==> src/rtl/vdp_pkg.sv <==
`default_nettype none
// ============================================================================
// Module      : vdp_pkg
// Description : Shared timing defaults, bus widths and helpers for the VDP2.
// Revision    : 1.0 - initial release
// ============================================================================
package vdp_pkg;

    // 1024x768 timing on an 806-line frame
    localparam int c_H_VISIBLE = 1024;
    localparam int c_H_FRONT   = 24;
    localparam int c_H_SYNC    = 136;
    localparam int c_H_TOTAL   = 1344;
    localparam int c_V_VISIBLE = 768;
    localparam int c_V_FRONT   = 3;
    localparam int c_V_SYNC    = 6;
    localparam int c_V_TOTAL   = 806;

    localparam int c_MAP_W       = 9;
    localparam int c_NAME_ADDR_W = 12;
    localparam int c_PAT_ADDR_W  = 11;
    localparam int c_PAL_ADDR_W  = 6;
    localparam int c_COLOR_W     = 12;

    // Per-dot sideband that travels alongside the fetch pipeline
    typedef struct packed {
        logic vis;
        logic hs;
        logic vs;
        logic fs;
    } vdp_side_t;

    function automatic logic sync_level(input int pos, input int start,
                                        input int width, input logic pol);
        return ((pos >= start) && (pos < start + width)) ? pol : ~pol;
    endfunction

endpackage
`default_nettype wire

==> src/rtl/vdp_palette.sv <==
`default_nettype none
// ============================================================================
// Module      : vdp_palette
// Description : Colour lookup RAM, one write port, one registered read port.
// Revision    : 1.0 - initial release
// ============================================================================
module vdp_palette
    import vdp_pkg::*;
#(
    parameter int ADDR_W = c_PAL_ADDR_W,
    parameter int DATA_W = c_COLOR_W
) (
    input  logic              clk,
    input  logic              i_we,
    input  logic [ADDR_W-1:0] i_waddr,
    input  logic [DATA_W-1:0] i_wdata,
    input  logic [ADDR_W-1:0] i_raddr,
    output logic [DATA_W-1:0] o_rdata
);

    logic [DATA_W-1:0] r_mem_q [2**ADDR_W];
    logic [DATA_W-1:0] r_rdata_q;

    // Read-before-write: a same-cycle read of the written entry sees old data
    always_ff @(posedge clk) begin
        if (i_we) begin
            r_mem_q[i_waddr] <= i_wdata;
        end
        r_rdata_q <= r_mem_q[i_raddr];
    end

    assign o_rdata = r_rdata_q;

endmodule
`default_nettype wire

==> src/rtl/vdp2.sv <==
`default_nettype none
// ============================================================================
// Module      : vdp2
// Description : Tile-map video generator: raster timing, 4-stage fetch
//               pipeline, scroll, pixel replication and palette lookup.
// Revision    : 1.0 - initial release
// ============================================================================
module vdp2
    import vdp_pkg::*;
#(
    parameter int   H_VISIBLE  = c_H_VISIBLE,
    parameter int   H_FRONT    = c_H_FRONT,
    parameter int   H_SYNC     = c_H_SYNC,
    parameter int   H_TOTAL    = c_H_TOTAL,
    parameter int   V_VISIBLE  = c_V_VISIBLE,
    parameter int   V_FRONT    = c_V_FRONT,
    parameter int   V_SYNC     = c_V_SYNC,
    parameter int   V_TOTAL    = c_V_TOTAL,
    parameter logic SYNC_POL   = 1'b0,
    parameter int   SCALE_LOG2 = 0
) (
    input  logic                     dot_clk,
    input  logic                     reset,
    input  logic [c_MAP_W-1:0]       scroll_x,
    input  logic [c_MAP_W-1:0]       scroll_y,
    input  logic                     pal_we,
    input  logic [c_PAL_ADDR_W-1:0]  pal_addr,
    input  logic [c_COLOR_W-1:0]     pal_data,
    output logic [c_NAME_ADDR_W-1:0] name_addr,
    input  logic [15:0]              name_data,
    output logic [c_PAT_ADDR_W-1:0]  pattern_addr,
    input  logic [15:0]              pattern_data,
    output logic [3:0]               r,
    output logic [3:0]               g,
    output logic [3:0]               b,
    output logic                     hsync,
    output logic                     vsync,
    output logic                     frame_start
);

    localparam int c_CW = $clog2(H_TOTAL);
    localparam int c_LW = $clog2(V_TOTAL);
    localparam logic [c_CW-1:0] c_H_LAST = c_CW'(H_TOTAL - 1);
    localparam logic [c_LW-1:0] c_V_LAST = c_LW'(V_TOTAL - 1);
    localparam logic [c_CW-1:0] c_H_VIS  = c_CW'(H_VISIBLE);
    localparam logic [c_LW-1:0] c_V_VIS  = c_LW'(V_VISIBLE);
    localparam vdp_side_t c_SIDE_RST = '{vis: 1'b0, hs: ~SYNC_POL, vs: ~SYNC_POL, fs: 1'b0};

    logic [c_CW-1:0]         r_col_q,  w_col_d;
    logic [c_LW-1:0]         r_line_q, w_line_d;
    logic [c_MAP_W-1:0]      r_sx_q,   w_sx_d;
    logic [c_MAP_W-1:0]      r_sy_q,   w_sy_d;
    logic                    r_wrap_q, w_wrap_d;
    logic [2:0]              r_mx2_q,  w_mx2_d;
    logic [2:0]              r_my2_q,  w_my2_d;
    logic [2:0]              r_mx3_q,  w_mx3_d;
    logic [3:0]              r_attr3_q, w_attr3_d;
    vdp_side_t               r_side2_q, w_side2_d;
    vdp_side_t               r_side3_q, w_side3_d;
    vdp_side_t               r_side4_q, w_side4_d;
    logic [c_COLOR_W-1:0]    r_rgb_q,  w_rgb_d;
    logic                    r_hs_q,   w_hs_d;
    logic                    r_vs_q,   w_vs_d;
    logic                    r_fs_q,   w_fs_d;

    logic                    w_col_wrap;
    logic                    w_frame_wrap;
    logic [c_MAP_W-1:0]      w_mx;
    logic [c_MAP_W-1:0]      w_my;
    vdp_side_t               w_side1;
    logic [1:0]              w_pix;
    logic [c_PAL_ADDR_W-1:0] w_pal_raddr;
    logic [c_COLOR_W-1:0]    w_pal_rdata;
    logic                    w_unused;

    always_comb begin
        w_col_wrap   = (r_col_q == c_H_LAST);
        w_frame_wrap = w_col_wrap && (r_line_q == c_V_LAST);
        w_col_d      = w_col_wrap ? '0 : r_col_q + c_CW'(1);
        w_line_d     = r_line_q;
        if (w_col_wrap) begin
            w_line_d = (r_line_q == c_V_LAST) ? '0 : r_line_q + c_LW'(1);
        end
        // Scroll is sampled only on the last dot so a frame never tears
        w_sx_d   = w_frame_wrap ? scroll_x : r_sx_q;
        w_sy_d   = w_frame_wrap ? scroll_y : r_sy_q;
        w_wrap_d = w_frame_wrap;

        w_mx = c_MAP_W'(r_col_q >> SCALE_LOG2) + r_sx_q;
        w_my = c_MAP_W'(r_line_q >> SCALE_LOG2) + r_sy_q;

        w_side1.vis = (r_col_q < c_H_VIS) && (r_line_q < c_V_VIS);
        w_side1.hs  = sync_level(int'(r_col_q), H_VISIBLE + H_FRONT, H_SYNC, SYNC_POL);
        w_side1.vs  = sync_level(int'(r_line_q), V_VISIBLE + V_FRONT, V_SYNC, SYNC_POL);
        // Pulse only for a (0,0) reached by wrapping, not the one after reset
        w_side1.fs  = r_wrap_q;

        w_mx2_d   = w_mx[2:0];
        w_my2_d   = w_my[2:0];
        w_mx3_d   = r_mx2_q;
        w_attr3_d = name_data[3:0];
        w_side2_d = w_side1;
        w_side3_d = r_side2_q;
        w_side4_d = r_side3_q;

        w_rgb_d = r_side4_q.vis ? w_pal_rdata : '0;
        w_hs_d  = r_side4_q.hs;
        w_vs_d  = r_side4_q.vs;
        w_fs_d  = r_side4_q.fs;
    end

    assign name_addr    = {w_my[8:3], w_mx[8:3]};
    assign pattern_addr = {name_data[15:8], r_my2_q};
    assign w_pix        = pattern_data[{r_mx3_q, 1'b0} +: 2];
    assign w_pal_raddr  = {r_attr3_q, w_pix};
    assign w_unused     = &{1'b0, name_data[7:4]};

    vdp_palette #(
        .ADDR_W (c_PAL_ADDR_W),
        .DATA_W (c_COLOR_W)
    ) u_palette (
        .clk     (dot_clk),
        .i_we    (pal_we),
        .i_waddr (pal_addr),
        .i_wdata (pal_data),
        .i_raddr (w_pal_raddr),
        .o_rdata (w_pal_rdata)
    );

    always_ff @(posedge dot_clk or posedge reset) begin
        if (reset) begin
            r_col_q   <= '0;
            r_line_q  <= '0;
            r_sx_q    <= '0;
            r_sy_q    <= '0;
            r_wrap_q  <= 1'b0;
            r_mx2_q   <= '0;
            r_my2_q   <= '0;
            r_mx3_q   <= '0;
            r_attr3_q <= '0;
            r_side2_q <= c_SIDE_RST;
            r_side3_q <= c_SIDE_RST;
            r_side4_q <= c_SIDE_RST;
            r_rgb_q   <= '0;
            r_hs_q    <= ~SYNC_POL;
            r_vs_q    <= ~SYNC_POL;
            r_fs_q    <= 1'b0;
        end else begin
            r_col_q   <= w_col_d;
            r_line_q  <= w_line_d;
            r_sx_q    <= w_sx_d;
            r_sy_q    <= w_sy_d;
            r_wrap_q  <= w_wrap_d;
            r_mx2_q   <= w_mx2_d;
            r_my2_q   <= w_my2_d;
            r_mx3_q   <= w_mx3_d;
            r_attr3_q <= w_attr3_d;
            r_side2_q <= w_side2_d;
            r_side3_q <= w_side3_d;
            r_side4_q <= w_side4_d;
            r_rgb_q   <= w_rgb_d;
            r_hs_q    <= w_hs_d;
            r_vs_q    <= w_vs_d;
            r_fs_q    <= w_fs_d;
        end
    end

    assign r           = r_rgb_q[11:8];
    assign g           = r_rgb_q[7:4];
    assign b           = r_rgb_q[3:0];
    assign hsync       = r_hs_q;
    assign vsync       = r_vs_q;
    assign frame_start = r_fs_q;

endmodule
`default_nettype wire

==> config.mk <==
export PLATFORM = sky130hd
export DESIGN_NAME = vdp2
export DESIGN_NICKNAME = d
export VERILOG_FILES = /design/src/rtl/vdp_pkg.sv /design/src/rtl/vdp_palette.sv /design/src/rtl/vdp2.sv
export SDC_FILE = /design/constraint.sdc
export NUM_CORES = 1
export LEC_CHECK = 0
export ABC_AREA = 1
export CAP_MARGIN = 30
export CORE_UTILIZATION = 38
export CTS_BUF_LIST = sky130_fd_sc_hd__clkbuf_4 sky130_fd_sc_hd__clkbuf_8
export CTS_CLUSTER_DIAMETER = 100
export DETAILED_ROUTE_END_ITERATION = 16
export GPL_TIMING_DRIVEN = 0
export PLACE_DENSITY_LB_ADDON = 0.1
export REMOVE_ABC_BUFFERS = 1
export SLEW_MARGIN = 5
export SYNTH_ARGS = -nofsm -noshare
export SYNTH_HDL_FRONTEND = slang
export SYNTH_SLANG_ARGS = --single-unit
==> constraint.sdc <==
create_clock -name dot_clk -period 2.7 [get_ports dot_clk]
set_clock_uncertainty 0.1 [all_clocks]
set_input_delay 0.27 -clock dot_clk [delete_from_list [all_inputs] [get_ports dot_clk]]
set_output_delay 0.27 -clock dot_clk [all_outputs]
set_load 0.05 [all_outputs]
==> results.ini, run 1 <==
[route]
initialDrtViolationCount = 2491
drtPass1Iterations = 7
vias = 27200
routed_wl_um = 126000
drc_errors = 0
wl_per_cell_um = 24.5
ant_nets = 0
viasPerCell = 5.30

[layout]
drive_gt1_frac = 0.216
nFillCells = 8643
seqCellArea_sq_um = 25300
multi_input_area_sq_um = 11400
finalNetCount = 3808
area_growth_syn_to_layout_pct = 27.3
final-instance-count-excl-fill = 5128

[sta]
fin_crit_sh = 1.23
finalHoldViolCount = 0
slew_violations = 0
finalSetupViolations = 110
rsz0062_at_grt = true
tightest_slew_ns = 1.17
fin_hold_ws_ns = 0.241
slew_headroom = 0.221
finalSetupTns_ns = -8.96
fmax_mhz = 301
fin_crit_ns = 3.32
fin_ws_ns = -0.618

[clocking]
insertion_delay_ns = 0.84
clockBufferDepth = 3
clkSinkCount = 860
clk_pin_slew_ns = 0.06
cts_tree = built
htree_levels = 4
root_buffer = clkbuf_8
numCtsBuffers = 154

[synth]
synth_seq_cells = 860
synth_top_flop_cell = edfxtp_1
synth_top_area_share = 0.609
ys_types = 36
syn-cell-area_sq_um = 37900
synthTopCellsByCount = edfxtp_1 (768), nand3_1 (723), nand2_1 (623)
synth.area.top_cells = edfxtp_1 (61%), nand3_1 (9.5%), nand2_1 (6.2%)
synth_edf_count = 768
synth-async-reset-ratio = 0.0930
yosys.area.top_type = edfxtp_1
avgSynthCellArea_sq_um = 11.1
ys_seq_area_frac = 0.668
ys_warn_count = 0
synth.most_common_cell = edfxtp_1
synth_cells = 3427

[global_route]
grt_max_degree = 73
grt_pass1_wl_um = 178000
grt_pass1_vias = 26300
antenna_found_initial = 4
grt_overflow = 0
grt_usage = 0.243

[hold_path]
hp-class = flop to flop

[placement]
routabilityCongestion = 0.808
dp_hpwl_um = 62000
port_buffers = 88
place_ws_ns = -2.78
place_inst = 4667

[floorplan]
fp.dieH_um = 318
die_x_um = 318
rows = 115
start_util = 0.384
dieArea_sq_um = 101000
pin_count = 109
core_sq_um = 98600

[worst_setup_path]
endpoint_kind = output port
arrival_ns = 2.95
path_class = flop to output port
cp-start-kind = flop
cp.required_ns = 2.33
critical_path.max_fanout = 2

[power_and_ir_drop]
intPower_w = 0.0222
cellPowerDensity_nw_per_um2 = 614
swShare = 0.250
leakage_nw = 19.0
ir_drop_mv = 0.470
power_frac_clock = 0.415
power_frac_seq = 0.496
power_frac_comb = 0.089
power_w = 0.0296
p_sw_w = 0.00739

[run_status]
status = finished, violations left
violations = setup timing

[job]
max-cap-violations = 0

[cell families after synthesis]
group / share of synthesized area
adder cells (fa/ha/maj): 0.00799
AND/OR/NAND/NOR: 0.229
XOR/XNOR: 0.00439
flip-flops: 0.668
AO/OA/AOI/OAI: 0.0117
buffers and inverters: 0.0788
[per-layer routing]
layer  up-vias  global-route usage  part of all wire
met1     13500               0.326              0.42
met5         -                   0                 0
met3       208              0.0543             0.078
met4         0              0.0874             0.030
li1      12300                   -                 -
met2      1087               0.387              0.47
[worst max-delay path: stages (launching register included)]
cell     delay [ns]
dfrtp_2        0.42
ha_4           0.17
fa_2           0.35
nand3_2        0.09
nand3_2        0.07
a21o_1         0.18
a21oi_2        0.17
o21ai_2        0.07
a21oi_2        0.15
xor2_1         0.22
buf_4          0.24
[cell type report]
cell class / instances / area share
Inverter: 459 / 0.0368
Tap cell: 1287 / 0.0334
Sequential cell: 860 / 0.525
Clock buffer: 216 / 0.0546
Multi-Input combinational cell: 1887 / 0.236
Clock inverter: 63 / 0.00916
Timing Repair inverter: 3 / 0.000649
Timing Repair Buffer: 349 / 0.104
Antenna cell: 4 / 0.000208
[worst paths after layout]
path	from	endpoint	slack, ns	cells past startpoint
worst min-delay path	r_side3_q[3]$_DFF_PP0_	r_side4_q[3]$_DFF_PP0_	0.24	0
min in group asynchronous	reset	frame_start$_DFF_PP0_	0.26	3
worst max-delay path	r_line_q[0]$_DFFE_PP0N_	name_addr[11]	-0.62	10
worst min register to register	r_side3_q[3]$_DFF_PP0_	r_side4_q[3]$_DFF_PP0_	0.24	0
worst max register to register	r_mx3_q[0]$_DFF_PP0_	u_palette.o_rdata[9]$_DFF_P_	-0.14	21
max in group asynchronous	reset	r_side3_q[1]$_DFF_PP1_	1.56	4
[timing repair]
item | 4_1_cts | 5_1_grt
endpoints found under the hold margin | 468 | 0
endpoints found under the setup margin | 150 | 105
resized for setup | 312 | 164
gates cloned | 49 | 8
setup buffers | 67 | 22
pin swaps | 49 | 84
hold buffers | 35 | 0
[placed cells by master (no fill, tap or decap), types with 10 or more instances in the layout]
cell type	n
nand2_1	575
clkbuf_8	162
buf_6	37
nand4_1	12
dfrtp_1	64
nor3_1	16
nor2_2	29
a21oi_1	10
buf_12	31
clkinv_1	30
nand3b_1	288
xor2_1	13
nand3_4	40
nand3_2	127
nor2_4	14
inv_1	448
o21ai_1	36
buf_2	14
ha_1	16
inv_8	10
buf_8	20
clkinv_2	15
buf_16	49
dfxtp_1	12
buf_4	76
dlygate4sd3_1	35
o21ai_2	11
nand3_1	560
nand2_4	15
bufbuf_16	16
edfxtp_1	768
clkbuf_4	54
nor2_1	35
nand2_2	34
clkdlybuf4s50_1	64
[power by group through the flow]
stage	combinational (W)	clock (W)	sequential, W
after floorplan	0.000855	0	0.0150
after global placement	0.00178	0	0.0150
after detailed placement	0.00185	0	0.0150
after CTS	0.00244	0.0125	0.0147
after global routing	0.00279	0.0131	0.0147
final	0.00264	0.0123	0.0147
[sequential cells by signal, indices dropped and copies added, names as in the netlist, 3 cells and up]
| register | count |
|---|---|
| r_side3_q | 4 |
| u_palette.o_rdata | 12 |
| r_rgb_q | 12 |
| r_attr3_q | 4 |
| r_col_q | 11 |
| r_sx_q | 9 |
| r_my2_q | 3 |
| r_side2_q | 4 |
| r_mx2_q | 3 |
| r_line_q | 10 |
| r_sy_q | 9 |
| r_mx3_q | 3 |
| u_palette.r_mem_q | 768 |
[stage by stage]
stage               cell area [sq um]   util
detailed placement              40700  0.413
floorplan                       36600      -
CTS                             47000  0.477
global route                    48200  0.489
finish                          48200  0.489
global placement                39100  0.397
Note: power is estimated with default switching activity, not from simulation.
==> run 2: changes to the inputs <==
clock period = 3.4 ns   (was 2.7 ns; I/O delays follow)
==> run 2 against run 1 <==
Effect of this change: the run still ends with setup timing left; critical path depth unchanged; combinational power down 38%; worst hold slack about the same; critical endpoint unchanged; largest cell class unchanged; largest power group unchanged.
==> results.ini, run 2 (synthesis gave the netlist of run 1 again) <==
[run_status]
status = finished, violations left  ; unchanged
violations = setup timing  ; unchanged

[layout]
area_growth_syn_to_layout_pct = 19.0  ; was 27.3%
multi_input_area_sq_um = 10100  ; was 11400 sq um
final-instance-count-excl-fill = 5026  ; was 5128
mostFrequentLayoutCells = edfxtp_1 (768), nand3_1 (701), nand2_1 (620)  ; was edfxtp_1 (768), nand2_1 (575), nand3_1 (560)
drive_gt1_frac = 0.135  ; was 0.216
final_core_util = 0.458  ; was 0.489
nFillCells = 8921  ; was 8643
layout_commonest_cell = edfxtp_1  ; unchanged
largest_register_ff_count = 768  ; unchanged
design_area_sq_um = 45100  ; was 48200 sq um
regMostFlops = u_palette.r_mem_q  ; unchanged
finalNetCount = 3706  ; was 3808
seqCellArea_sq_um = 25300  ; unchanged

[route]
drtPass1Iterations = 6  ; was 7
routed_wl_um = 114000  ; was 126000 um
ant_nets = 0  ; unchanged
drc_errors = 0  ; unchanged
initialDrtViolationCount = 2303  ; was 2491
vias = 26200  ; was 27200
wl_per_cell_um = 22.6  ; was 24.5 um
viasPerCell = 5.21  ; was 5.30

[global_route]
grt_max_degree = 73  ; unchanged
grt_usage = 0.220  ; was 0.243
grt_pass1_vias = 25500  ; was 26300
antenna_found_initial = 6  ; was 4
grt_pass1_wl_um = 165000  ; was 178000 um
grt_overflow = 0  ; unchanged

[power_and_ir_drop]
ir_drop_mv = 0.369  ; was 0.470 mV
leakage_nw = 17.7  ; was 19.0 nW
cellPowerDensity_nw_per_um2 = 511  ; was 614 nW/um^2
power_w = 0.0230  ; was 0.0296 W

[placement]
routabilityCongestion = 0.808  ; unchanged
dp_hpwl_um = 62000  ; unchanged
place_inst = 4667  ; unchanged
placed_area_sq_um = 40700  ; unchanged
port_buffers = 88  ; unchanged

[floorplan]
fp.dieH_um = 318  ; unchanged
pin_count = 109  ; unchanged
dieArea_sq_um = 101000  ; unchanged
start_util = 0.384  ; unchanged
core_sq_um = 98600  ; unchanged
die_x_um = 318  ; unchanged
rows = 115  ; unchanged

[sta]
finalSetupTns_ns = -0.0289  ; was -8.96 ns
tightest_slew_ns = 1.01  ; was 1.17 ns
finalHoldViolCount = 0  ; unchanged
fin_crit_sh = 1.01
fin_ws_ns = -0.0289  ; was -0.618 ns
rsz0062_at_grt = true  ; unchanged
slew_headroom = 0.322  ; was 0.221
finalSetupViolations = 1  ; was 110
slew_violations = 0  ; unchanged
fin_crit_ns = 3.43
fmax_mhz = 292

[clocking]
cts_tree = built  ; unchanged
numCtsBuffers = 154  ; unchanged
clockBufferDepth = 3  ; unchanged
htree_levels = 4  ; unchanged
clkSinkCount = 860  ; unchanged
root_buffer = clkbuf_8  ; unchanged
insertion_delay_ns = 0.84  ; about the same
clk_pin_slew_ns = 0.06  ; about the same

[worst_setup_path]
endpoint_kind = output port  ; unchanged
path_class = flop to output port  ; unchanged
arrival_ns = 2.99  ; was 2.95 ns
reg2reg_from = r_attr3_q[0]$_DFF_PP0_  ; was r_mx3_q[0]$_DFF_PP0_
crit_start = r_sy_q[0]$_DFFE_PP0P_  ; was r_line_q[0]$_DFFE_PP0N_
cp.required_ns = 2.96  ; was 2.33 ns
cp-start-kind = flop  ; unchanged
critical_path.max_fanout = 2  ; unchanged

[hold_path]
hp-class = flop to flop  ; unchanged
hp-start = r_side3_q[3]$_DFF_PP0_  ; unchanged

[job]
max-cap-violations = 0  ; unchanged

==> run 2: cell types whose count changed in the layout (fill, tap and decap cells not counted), moves of 30 or more <==
cell and delta:
nand3_1 +141, nand3_2 -111, nand2_1 +45, buf_4 -34
nand2_2 -32, nand3_4 -30
==> run 2: worst paths after layout <==
kind / slack (ns) / cells past startpoint / end
min: 0.24 / 0 / r_side4_q[3]$_DFF_PP0_
max in group asynchronous: 2.19 / 4 / r_side3_q[1]$_DFF_PP1_
max reg2reg: 0.02 / 8 / u_palette.o_rdata[7]$_DFF_P_
min in group asynchronous: 0.34 / 3 / frame_start$_DFF_PP0_
min reg2reg: 0.24 / 0 / r_side4_q[3]$_DFF_PP0_
max: -0.03 / 10 / name_addr[11]
==> run 2: where the power goes <==
| group | switching (W) | internal, W | total (W) |
|---|---|---|---|
| Sequential | 0.0000633 | 0.0116 | 0.0117 |
| Combinational | 0.00112 | 0.000522 | 0.00164 |
| Clock | 0.00442 | 0.00528 | 0.00970 |
==> run 2: cell type report <==
cell class,instances,area share
Sequential cell,860,0.562
Multi-Input combinational cell,1887,0.224
Timing Repair Buffer,248,0.0710
Clock buffer,216,0.0584
Inverter,459,0.0391
Tap cell,1287,0.0357
Clock inverter,63,0.00979
Timing Repair inverter,2,0.000444
Antenna cell,4,0.000222
==> run 2: metal layers <==
metal	vias up	global-route usage	wire [um]
li1	12100	-	-
met1	13000	0.304	50600
met2	899	0.350	52700
met3	191	0.0408	7390
met4	2	0.0748	2920
met5	-	0	13
==> run 2: through the flow <==
step                hold WS (ns)  setup slack, ns
CTS                        0.243           -0.157
detailed placement         0.236            -2.15
floorplan                  0.231            -5.92
global route               0.247           -0.184
finish                     0.241          -0.0289
global placement           0.232           -21.38
==> run 2: critical path, cell delays in order (launching register included) <==
cell and delay, ns:
dfrtp_1 0.41, ha_4 0.18, fa_2 0.38, nand3_2 0.09, nand3_2 0.08, a21o_1 0.18
a21oi_2 0.19, o21ai_2 0.07, a21oi_2 0.14, xor2_1 0.22, buf_4 0.24
==> run 2: timing repair <==
action,4_1_cts,5_1_grt
setup endpoints to repair,22,19
setup buffers,6,14
endpoints found under the hold margin,348,0
gates cloned,17,5
pin swaps,8,6
hold buffers,35,0
gates resized for setup,83,25
